### src/rtl/mc_ctrl_fsm.sv
// ============================================================================
// Module      : mc_ctrl_fsm
// Description : Multicycle MIPS control FSM with memory wait-state handshake,
//               memory timeout exception and retired-instruction counter.
// Revision    : 1.0 - initial release
// ============================================================================
`default_nettype none

module mc_ctrl_fsm #(
    parameter int TIMEOUT_W  = 4,
    parameter int TIMEOUT_EN = 1,
    parameter int CNT_W      = 32
) (
    input  logic             clk,
    input  logic             rst,
    input  logic [5:0]       op,
    input  logic [5:0]       funct,
    input  logic             mem_ready,
    output logic             pc_wr_cond,
    output logic             pc_wr_cond_ne,
    output logic             pc_wr,
    output logic             iord,
    output logic             mem_rd,
    output logic             mem_wr,
    output logic [1:0]       mem_to_reg,
    output logic             ir_wr,
    output logic [1:0]       pc_src,
    output logic [1:0]       alu_op,
    output logic [1:0]       alu_src_b,
    output logic             alu_src_a,
    output logic             reg_wr,
    output logic [1:0]       reg_dst,
    output logic             exc,
    output logic [1:0]       exc_cause,
    output logic [3:0]       state_o,
    output logic [CNT_W-1:0] retired
);

    typedef enum logic [3:0] {
        S_FETCH     = 4'd0,
        S_DECODE    = 4'd1,
        S_MEM_ADDR  = 4'd2,
        S_MEM_READ  = 4'd3,
        S_WB_LOAD   = 4'd4,
        S_MEM_WRITE = 4'd5,
        S_EXEC_R    = 4'd6,
        S_WB_R      = 4'd7,
        S_BRANCH    = 4'd8,
        S_JUMP      = 4'd9,
        S_JR        = 4'd10,
        S_JAL       = 4'd11,
        S_EXEC_I    = 4'd12,
        S_WB_I      = 4'd13,
        S_EXC       = 4'd14
    } state_t;

    localparam logic [5:0] c_op_rtype = 6'b000000;
    localparam logic [5:0] c_op_j     = 6'b000010;
    localparam logic [5:0] c_op_jal   = 6'b000011;
    localparam logic [5:0] c_op_beq   = 6'b000100;
    localparam logic [5:0] c_op_bne   = 6'b000101;
    localparam logic [5:0] c_op_addi  = 6'b001000;
    localparam logic [5:0] c_op_lw    = 6'b100011;
    localparam logic [5:0] c_op_sw    = 6'b101011;
    localparam logic [5:0] c_fn_jr    = 6'b001000;

    localparam logic [1:0] c_cause_illegal = 2'b01;
    localparam logic [1:0] c_cause_timeout = 2'b10;

    state_t                 state_q, state_d;
    logic [TIMEOUT_W-1:0]   wait_cnt_q, wait_cnt_d;
    logic [CNT_W-1:0]       retired_q, retired_d;
    logic                   exc_q, exc_d;
    logic [1:0]             exc_cause_q, exc_cause_d;
    logic [1:0]             new_cause;
    logic                   timeout;
    logic                   in_wait_state;

    always_ff @(posedge clk or posedge rst) begin
        if (rst) begin
            state_q     <= S_FETCH;
            wait_cnt_q  <= '0;
            retired_q   <= '0;
            exc_q       <= 1'b0;
            exc_cause_q <= 2'b00;
        end else begin
            state_q     <= state_d;
            wait_cnt_q  <= wait_cnt_d;
            retired_q   <= retired_d;
            exc_q       <= exc_d;
            exc_cause_q <= exc_cause_d;
        end
    end

    always_comb begin
        state_d       = state_q;
        wait_cnt_d    = '0;
        retired_d     = retired_q;
        exc_d         = exc_q;
        exc_cause_d   = exc_cause_q;
        new_cause     = c_cause_illegal;
        pc_wr_cond    = 1'b0;
        pc_wr_cond_ne = 1'b0;
        pc_wr         = 1'b0;
        iord          = 1'b0;
        mem_rd        = 1'b0;
        mem_wr        = 1'b0;
        mem_to_reg    = 2'b00;
        ir_wr         = 1'b0;
        pc_src        = 2'b00;
        alu_op        = 2'b00;
        alu_src_b     = 2'b00;
        alu_src_a     = 1'b0;
        reg_wr        = 1'b0;
        reg_dst       = 2'b00;
        in_wait_state = (state_q == S_FETCH) || (state_q == S_MEM_READ) ||
                        (state_q == S_MEM_WRITE);
        timeout       = (TIMEOUT_EN != 0) && !mem_ready && (wait_cnt_q == '1);

        case (state_q)
            S_FETCH: begin
                mem_rd    = 1'b1;
                alu_src_b = 2'b01;
                if (mem_ready) begin
                    ir_wr   = 1'b1;
                    pc_wr   = 1'b1;
                    state_d = S_DECODE;
                end else if (timeout) begin
                    state_d   = S_EXC;
                    new_cause = c_cause_timeout;
                end
            end
            S_DECODE: begin
                alu_src_b = 2'b11;
                case (op)
                    c_op_rtype:       state_d = (funct == c_fn_jr) ? S_JR : S_EXEC_R;
                    c_op_lw, c_op_sw: state_d = S_MEM_ADDR;
                    c_op_beq, c_op_bne: state_d = S_BRANCH;
                    c_op_j:           state_d = S_JUMP;
                    c_op_jal:         state_d = S_JAL;
                    c_op_addi:        state_d = S_EXEC_I;
                    default:          state_d = S_EXC;
                endcase
            end
            S_MEM_ADDR: begin
                alu_src_a = 1'b1;
                alu_src_b = 2'b10;
                state_d   = (op == c_op_lw) ? S_MEM_READ : S_MEM_WRITE;
            end
            S_MEM_READ: begin
                mem_rd = 1'b1;
                iord   = 1'b1;
                if (mem_ready) begin
                    state_d = S_WB_LOAD;
                end else if (timeout) begin
                    state_d   = S_EXC;
                    new_cause = c_cause_timeout;
                end
            end
            S_WB_LOAD: begin
                reg_wr     = 1'b1;
                mem_to_reg = 2'b01;
                state_d    = S_FETCH;
            end
            S_MEM_WRITE: begin
                mem_wr = 1'b1;
                iord   = 1'b1;
                if (mem_ready) begin
                    state_d = S_FETCH;
                end else if (timeout) begin
                    state_d   = S_EXC;
                    new_cause = c_cause_timeout;
                end
            end
            S_EXEC_R: begin
                alu_src_a = 1'b1;
                alu_op    = 2'b10;
                state_d   = S_WB_R;
            end
            S_WB_R: begin
                reg_wr  = 1'b1;
                reg_dst = 2'b01;
                state_d = S_FETCH;
            end
            S_BRANCH: begin
                alu_src_a     = 1'b1;
                alu_op        = 2'b01;
                pc_src        = 2'b01;
                pc_wr_cond    = (op == c_op_beq);
                pc_wr_cond_ne = (op == c_op_bne);
                state_d       = S_FETCH;
            end
            S_JUMP: begin
                pc_wr   = 1'b1;
                pc_src  = 2'b10;
                state_d = S_FETCH;
            end
            S_JR: begin
                pc_wr   = 1'b1;
                pc_src  = 2'b11;
                state_d = S_FETCH;
            end
            S_JAL: begin
                // PC already holds PC+4 here, so the link value is written as the PC reloads.
                reg_wr     = 1'b1;
                reg_dst    = 2'b10;
                mem_to_reg = 2'b10;
                pc_wr      = 1'b1;
                pc_src     = 2'b10;
                state_d    = S_FETCH;
            end
            S_EXEC_I: begin
                alu_src_a = 1'b1;
                alu_src_b = 2'b10;
                state_d   = S_WB_I;
            end
            S_WB_I: begin
                reg_wr  = 1'b1;
                state_d = S_FETCH;
            end
            S_EXC: begin
                state_d = S_EXC;
            end
            default: begin
                state_d = S_EXC;
            end
        endcase

        if ((state_d == S_EXC) && (state_q != S_EXC)) begin
            exc_d = 1'b1;
            if (!exc_q) begin
                exc_cause_d = new_cause;
            end
        end

        if (in_wait_state && (state_d == state_q)) begin
            wait_cnt_d = wait_cnt_q + 1'b1;
        end

        if ((state_d == S_FETCH) && (state_q != S_FETCH)) begin
            retired_d = retired_q + CNT_W'(1);
        end

        if (rst) begin
            pc_wr_cond    = 1'b0;
            pc_wr_cond_ne = 1'b0;
            pc_wr         = 1'b0;
            iord          = 1'b0;
            mem_rd        = 1'b0;
            mem_wr        = 1'b0;
            mem_to_reg    = 2'b00;
            ir_wr         = 1'b0;
            pc_src        = 2'b00;
            alu_op        = 2'b00;
            alu_src_b     = 2'b00;
            alu_src_a     = 1'b0;
            reg_wr        = 1'b0;
            reg_dst       = 2'b00;
        end
    end

    assign exc       = exc_q;
    assign exc_cause = exc_cause_q;
    assign state_o   = state_q;
    assign retired   = retired_q;

endmodule

`default_nettype wire

### config.mk
export PLATFORM = sky130hd
export DESIGN_NAME = mc_ctrl_fsm
export DESIGN_NICKNAME = d
export VERILOG_FILES = /design/src/rtl/mc_ctrl_fsm.sv
export SDC_FILE = /design/constraint.sdc
export NUM_CORES = 1
export LEC_CHECK = 0
export CAP_MARGIN = 5
export CELL_PAD_IN_SITES_DETAIL_PLACEMENT = 1
export CELL_PAD_IN_SITES_GLOBAL_PLACEMENT = 2
export CORE_MARGIN = 4
export CORE_UTILIZATION = 27
export DETAILED_ROUTE_END_ITERATION = 10
export PLACE_DENSITY_LB_ADDON = 0.1
export RECOVER_POWER = 25
export REMOVE_ABC_BUFFERS = 1
export SLEW_MARGIN = 5
export SYNTH_ARGS = -nofsm -noshare
export SYNTH_HDL_FRONTEND = slang
export SYNTH_SLANG_ARGS = --single-unit
### constraint.sdc
create_clock -name clk -period 3.2 [get_ports clk]
set_clock_uncertainty 0.1 [all_clocks]
set_input_delay 0.48 -clock clk [delete_from_list [all_inputs] [get_ports clk]]
set_output_delay 0.48 -clock clk [all_outputs]
set_load 0.02 [all_outputs]
Word-level counts from Yosys, hierarchy flattened
Cells that the tools add are included.
{"block": "totals", "regBits": 43, "inputBits": 15, "elab_cells": 97, "output_inout_bits": 58}
{"block": "classes", "n_eq_ne": 25, "n_reduce_logical": 23, "n_mux": 41, "bitwise_logic": 1, "addsub": 2}
{"op": "$add A32 B1 Y32 const B", "n": 1}
{"op": "$eq A4 B4 Y1 const B", "n": 8}
{"op": "$pmux W4 S8", "n": 1}
{"op": "$mux W4", "n": 6}
{"op": "$pmux W4 S6", "n": 1}
{"op": "$mux W1", "n": 18}
{"op": "$eq A4 B3 Y1 const B", "n": 4}
{"op": "$mux W2", "n": 8}
{"op": "$eq A6 B2 Y1 const B", "n": 2}
{"op": "$eq A6 B3 Y1 const B", "n": 2}
{"op": "$eq A6 B4 Y1 const B", "n": 2}
{"op": "$eq A6 B6 Y1 const B", "n": 2}
{"op": "$pmux W2 S2", "n": 3}
{"op": "$pmux W2 S3", "n": 2}
{"op": "$reduce_or A2 Y1", "n": 6}
{"op": "$eq A4 B2 Y1 const B", "n": 2}
{"op": "$logic_not A4 Y1", "n": 2}
{"op": "$reduce_or A4 Y1", "n": 2}
{"op": "$reduce_or A7 Y1", "n": 1}
{"op": "$logic_not A6 Y1", "n": 1}
{"op": "$reduce_or A3 Y1", "n": 2}
{"op": "$add A4 B1 Y4 const B", "n": 1}
{"op": "$eq A4 B1 Y1 const B", "n": 1}
{"op": "$eq A4 B4 Y1", "n": 1}
{"op": "other kinds (9)", "n": 13}

Logic depth before layout (Yosys ltp)
{"block": "logic_depth", "word_depth": 8, "depth_mapped": 10, "ltp_nobuf": 8}

Worst setup path after synthesis
OpenSTA, ideal clock, no wires.
{"block": "synth_path", "path_kind": "flip-flop to output port", "from": "reg state_q[2], in the netlist state_o[2]", "to": "out pc_wr_cond_ne", "path_slack_ns": -0.059, "n_path_buf": 3, "arrival_ns": 2.679, "stages_incl_launch_ff": 8, "t_required_ns": 2.620, "path_cell_list": "dfrtp_1 > buf_2 > buf_2 > buf_1 > or3_1 > nor3_1 > nand3_1 > nor3b_1"}
{"block": "synth_between", "elab_chain_len": 3}
{"element": "from (decl)", "line": "70", "rtl": "state_t state_q, state_d;"}
{"element": "from (signal assigned)", "line": "87", "rtl": "state_q <= state_d;"}
{"element": "$eq A4 B4 Y1", "line": "120", "rtl": "case (state_q)"}
{"element": "$mux W1", "line": "120"}
{"element": "$mux W1", "line": "244", "rtl": "if (rst) begin"}
{"element": "to (decl)", "line": "20", "rtl": "output logic pc_wr_cond_ne,"}
Every way passes these cells.

Worst setup path in the final report
{"block": "layout_path", "from": "reg state_q[3], in the netlist state_o[3]", "to": "out pc_wr_cond"}
{"block": "layout_between", "elab_chain_len": 3}
{"element": "$eq A4 B4 Y1", "line": "120"}
{"element": "$mux W1", "line": "120"}
{"element": "$mux W1", "line": "244"}
{"element": "to (decl)", "line": "19", "rtl": "output logic pc_wr_cond,"}
Every way passes these cells.

==> impl_metrics.toml <==
[sta]
fin_ws_ns = 0.172
layout_min_cycle_time_ns = 3.03
hold_viol_final = 0
maxSlewHeadroom = 0.278
rsz0062_at_grt = "false"
setup_viol = 0
finalMaxSlewViolations = 0
finalCritPeriodShare = 0.946
worst_pin_slew_ns = 1.08
timing.fmax_ghz = 0.330

[yosys]
yosysWarnings = 0
synth_top_family_by_area = "simple AND/OR/NAND/NOR gates"
synth-simple-area-share = 0.311
muxShareOfSynthArea = 0.00798
yosys.area.top_type_share = 0.404
syn_area_sq_um = 2670
async_reset_ff_frac = 1.00
synth_xor_area_frac = 0.122
synth-edff-count = 0
synthAdderAreaFrac = 0.0131
synth.distinct_cells = 56
yosysSeqAreaShare = 0.404
syn_inst = 296
synth.top_cells.by_area = "dfrtp_1, xor2_1, xnor2_1"
synth.avg_cell_area_sq_um = 9.00
synth_area_leader_cell = "dfrtp_1"
synth-main-ff-cell = "dfrtp_1"
synth-seq-cells = 43
synth_compound_area_frac = 0.0901

[global_route]
overflow = 0
grt_pass1_wl_microns = 14000
track_usage = 0.148
antenna_found_initial = 0
first_global_vias = 2736
grt_max_degree = 44

[final_layout]
layout.nets = 407
post-route-util = 0.404
final_cells = 520
drive_gt1_frac = 0.151
design_area_sq_um = 3800
diodes = 0
area_growth_pct = 42.6

[pwr]
p_sw_w = 0.000220
p_comb_frac = 0.061
power_frac_seq = 0.549
p_clk_frac = 0.390
p_leak_nw = 1.59
peakVddDrop_mv = 0.145
total_power_w = 0.000989
p_sw_frac = 0.222
p_int_w = 0.000769
powerDensity_nw_per_um2 = 260

[clock_network]
cts.sinks = 43
cts_buffers = 5
cts_tree = "yes"
clk_latency_ns = 0.30
cts.clk_slew.worst_paths_ns = 0.09
htreeDepth = 2
cts_root_buffer = "clkbuf_8"
clock_path_buffers = 2
post_cts_buffers = 0

[floorplanning]
design.core.area_sq_um = 9420
pin_count = 73
chipHeight_microns = 107
dieArea_sq_um = 11500
die_w_microns = 107
rows = 35
initial_core_util = 0.283

[drt]
dr.pass1.iters = 4
wl_microns = 8230
viasPerCell = 4.86
top_layer_used = "met4"
via_count = 2529
dr_wl_met3_microns = 301
wl_met1_microns = 4130
drc = 0
wl_per_cell_microns = 15.8
ant_nets = 0
met2_length_microns = 3730
drt-initial-drc-count = 61

[placed_design]
pre_cts_ws_ns = -0.204
place_congestion = 0.769
dp_hpwl_microns = 6210
placedCellCount = 512
portBuffers = 72
place_area_sq_um = 3700

[setup_path]
cp-start-kind = "register"
cp_common_cell = "nor3_1"
crit_family = "buffers and inverters"
worstPathArrival_ns = 2.45
cpMaxStageDelayCell = "clkdlybuf4s50_1"
end_kind = "primary output"
path_buf_inv = 3
worstPathRequired_ns = 2.62
reg2reg_slack_ns = 0.31
reg2reg_from = "wait_cnt_q[0]"
worstSetupStartpoint = "state_o[3]"
crit_path_max_incr_delay_ns = 0.64
crit_fanout = 9
criticalPathCategory = "register to primary output"
path_cells = "inv_1, or3_1, nor3_1, buf_4, nand3_1, nor3_1, clkdlybuf4s50_1"

[job]
drv_cap = 0

[worst_hold_path]
worstHoldPathType = "register to register"
hp-start = "wait_cnt_q[0]"

[run_status]
status = "completed"
[metal layers]
layer,track usage,up-vias
met4,0.0271,0
li1,-,1234
met3,0.0294,8
met2,0.231,49
met1,0.215,1238
met5,0,-
[cell usage in the layout, fill, tap and decap left out, types with 3 or more instances in the layout]
master	count
a21oi_1	5
a31oi_1	3
and3_1	10
buf_4	30
clkbuf_8	7
clkdlybuf4s50_1	71
dfrtp_1	42
inv_1	9
nand2_1	26
nand2b_1	4
nand3_1	19
nand4_1	10
nor2_1	32
nor3_1	23
nor4_1	3
nor4_2	7
xnor2_1	17
xor2_1	20
[stage by stage]
stage	hold WS (ns)	TNS [ns]
global placement	0.348	-0.978
global route	0.395	0
CTS	0.377	0
finish	0.370	0
floorplan	0.332	0
detailed placement	0.365	-2.54
[final timing paths]
kind,to,depth (start not counted)
setup / recovery,pc_wr_cond,7
hold / removal,wait_cnt_q[0],1
setup reg to reg,retired[25],8
hold reg to reg,wait_cnt_q[0],1
max in group asynchronous,state_o[3],4
min in group asynchronous,wait_cnt_q[0],4
[cells in the mapped netlist, types with 3 or more instances]
cell	n
buf_2	6
nor4_1	4
xnor2_1	17
dfrtp_1	43
nor2_1	32
nor3_1	23
nor4_2	6
and3_1	10
nand2b_1	4
nand3_1	19
buf_6	3
xor2_1	20
nand2_1	26
inv_1	10
clkbuf_1	6
a31oi_1	3
a21oi_1	5
nand4_1	10
[area by class of cell]
class / count / area (sq um)
Multi-Input combinational cell: 225 / 1460
Fill cell: 1105 / 5620
Sequential cell: 43 / 1080
Tap cell: 129 / 161
Clock buffer: 8 / 100
Inverter: 11 / 41.3
Timing Repair Buffer: 104 / 957
[registers in the layout, indices dropped and copies added, names as in the netlist]
| name | cells |
|---|---|
| retired | 32 |
| wait_cnt_q | 4 |
| exc_cause | 2 |
| exc | 1 |
| state_o | 4 |
[repair_timing]
item / CTS / global route
hold buffers: 0 / 0
gates resized for setup: 0 / 4
endpoints found under the setup margin: 0 / 15
[cell families (layout without fill, tap and decap cells)]
| logic type | after synthesis | in the layout |
|---|---|---|
| buf+inv | 28 | 123 |
| flops | 43 | 43 |
| xor+xnor | 37 | 37 |
| mux | 2 | 2 |
| compound gates | 31 | 31 |
| fa+ha+maj | 3 | 3 |
| simple gates | 152 | 152 |
[worst register-to-register path, stage by stage (launching register included)]
cell and delay [ns]:
dfrtp_1 0.40, ha_1 0.26, nand4b_1 0.20, nor3_1 0.07, o311ai_0 0.38, o2111ai_1 0.23
or4_4 0.68, nor4_2 0.35, xor2_1 0.17
[power by group through the flow]
stage               sequential [W]  clock [W]  combinational [W]
floorplan                 0.000554          0          0.0000172
global placement          0.000554          0          0.0000611
detailed placement        0.000554          0          0.0000617
CTS                       0.000543   0.000403          0.0000621
global route              0.000543   0.000430          0.0000676
finish                    0.000543   0.000386          0.0000601
(Power assumes the default switching activity.)
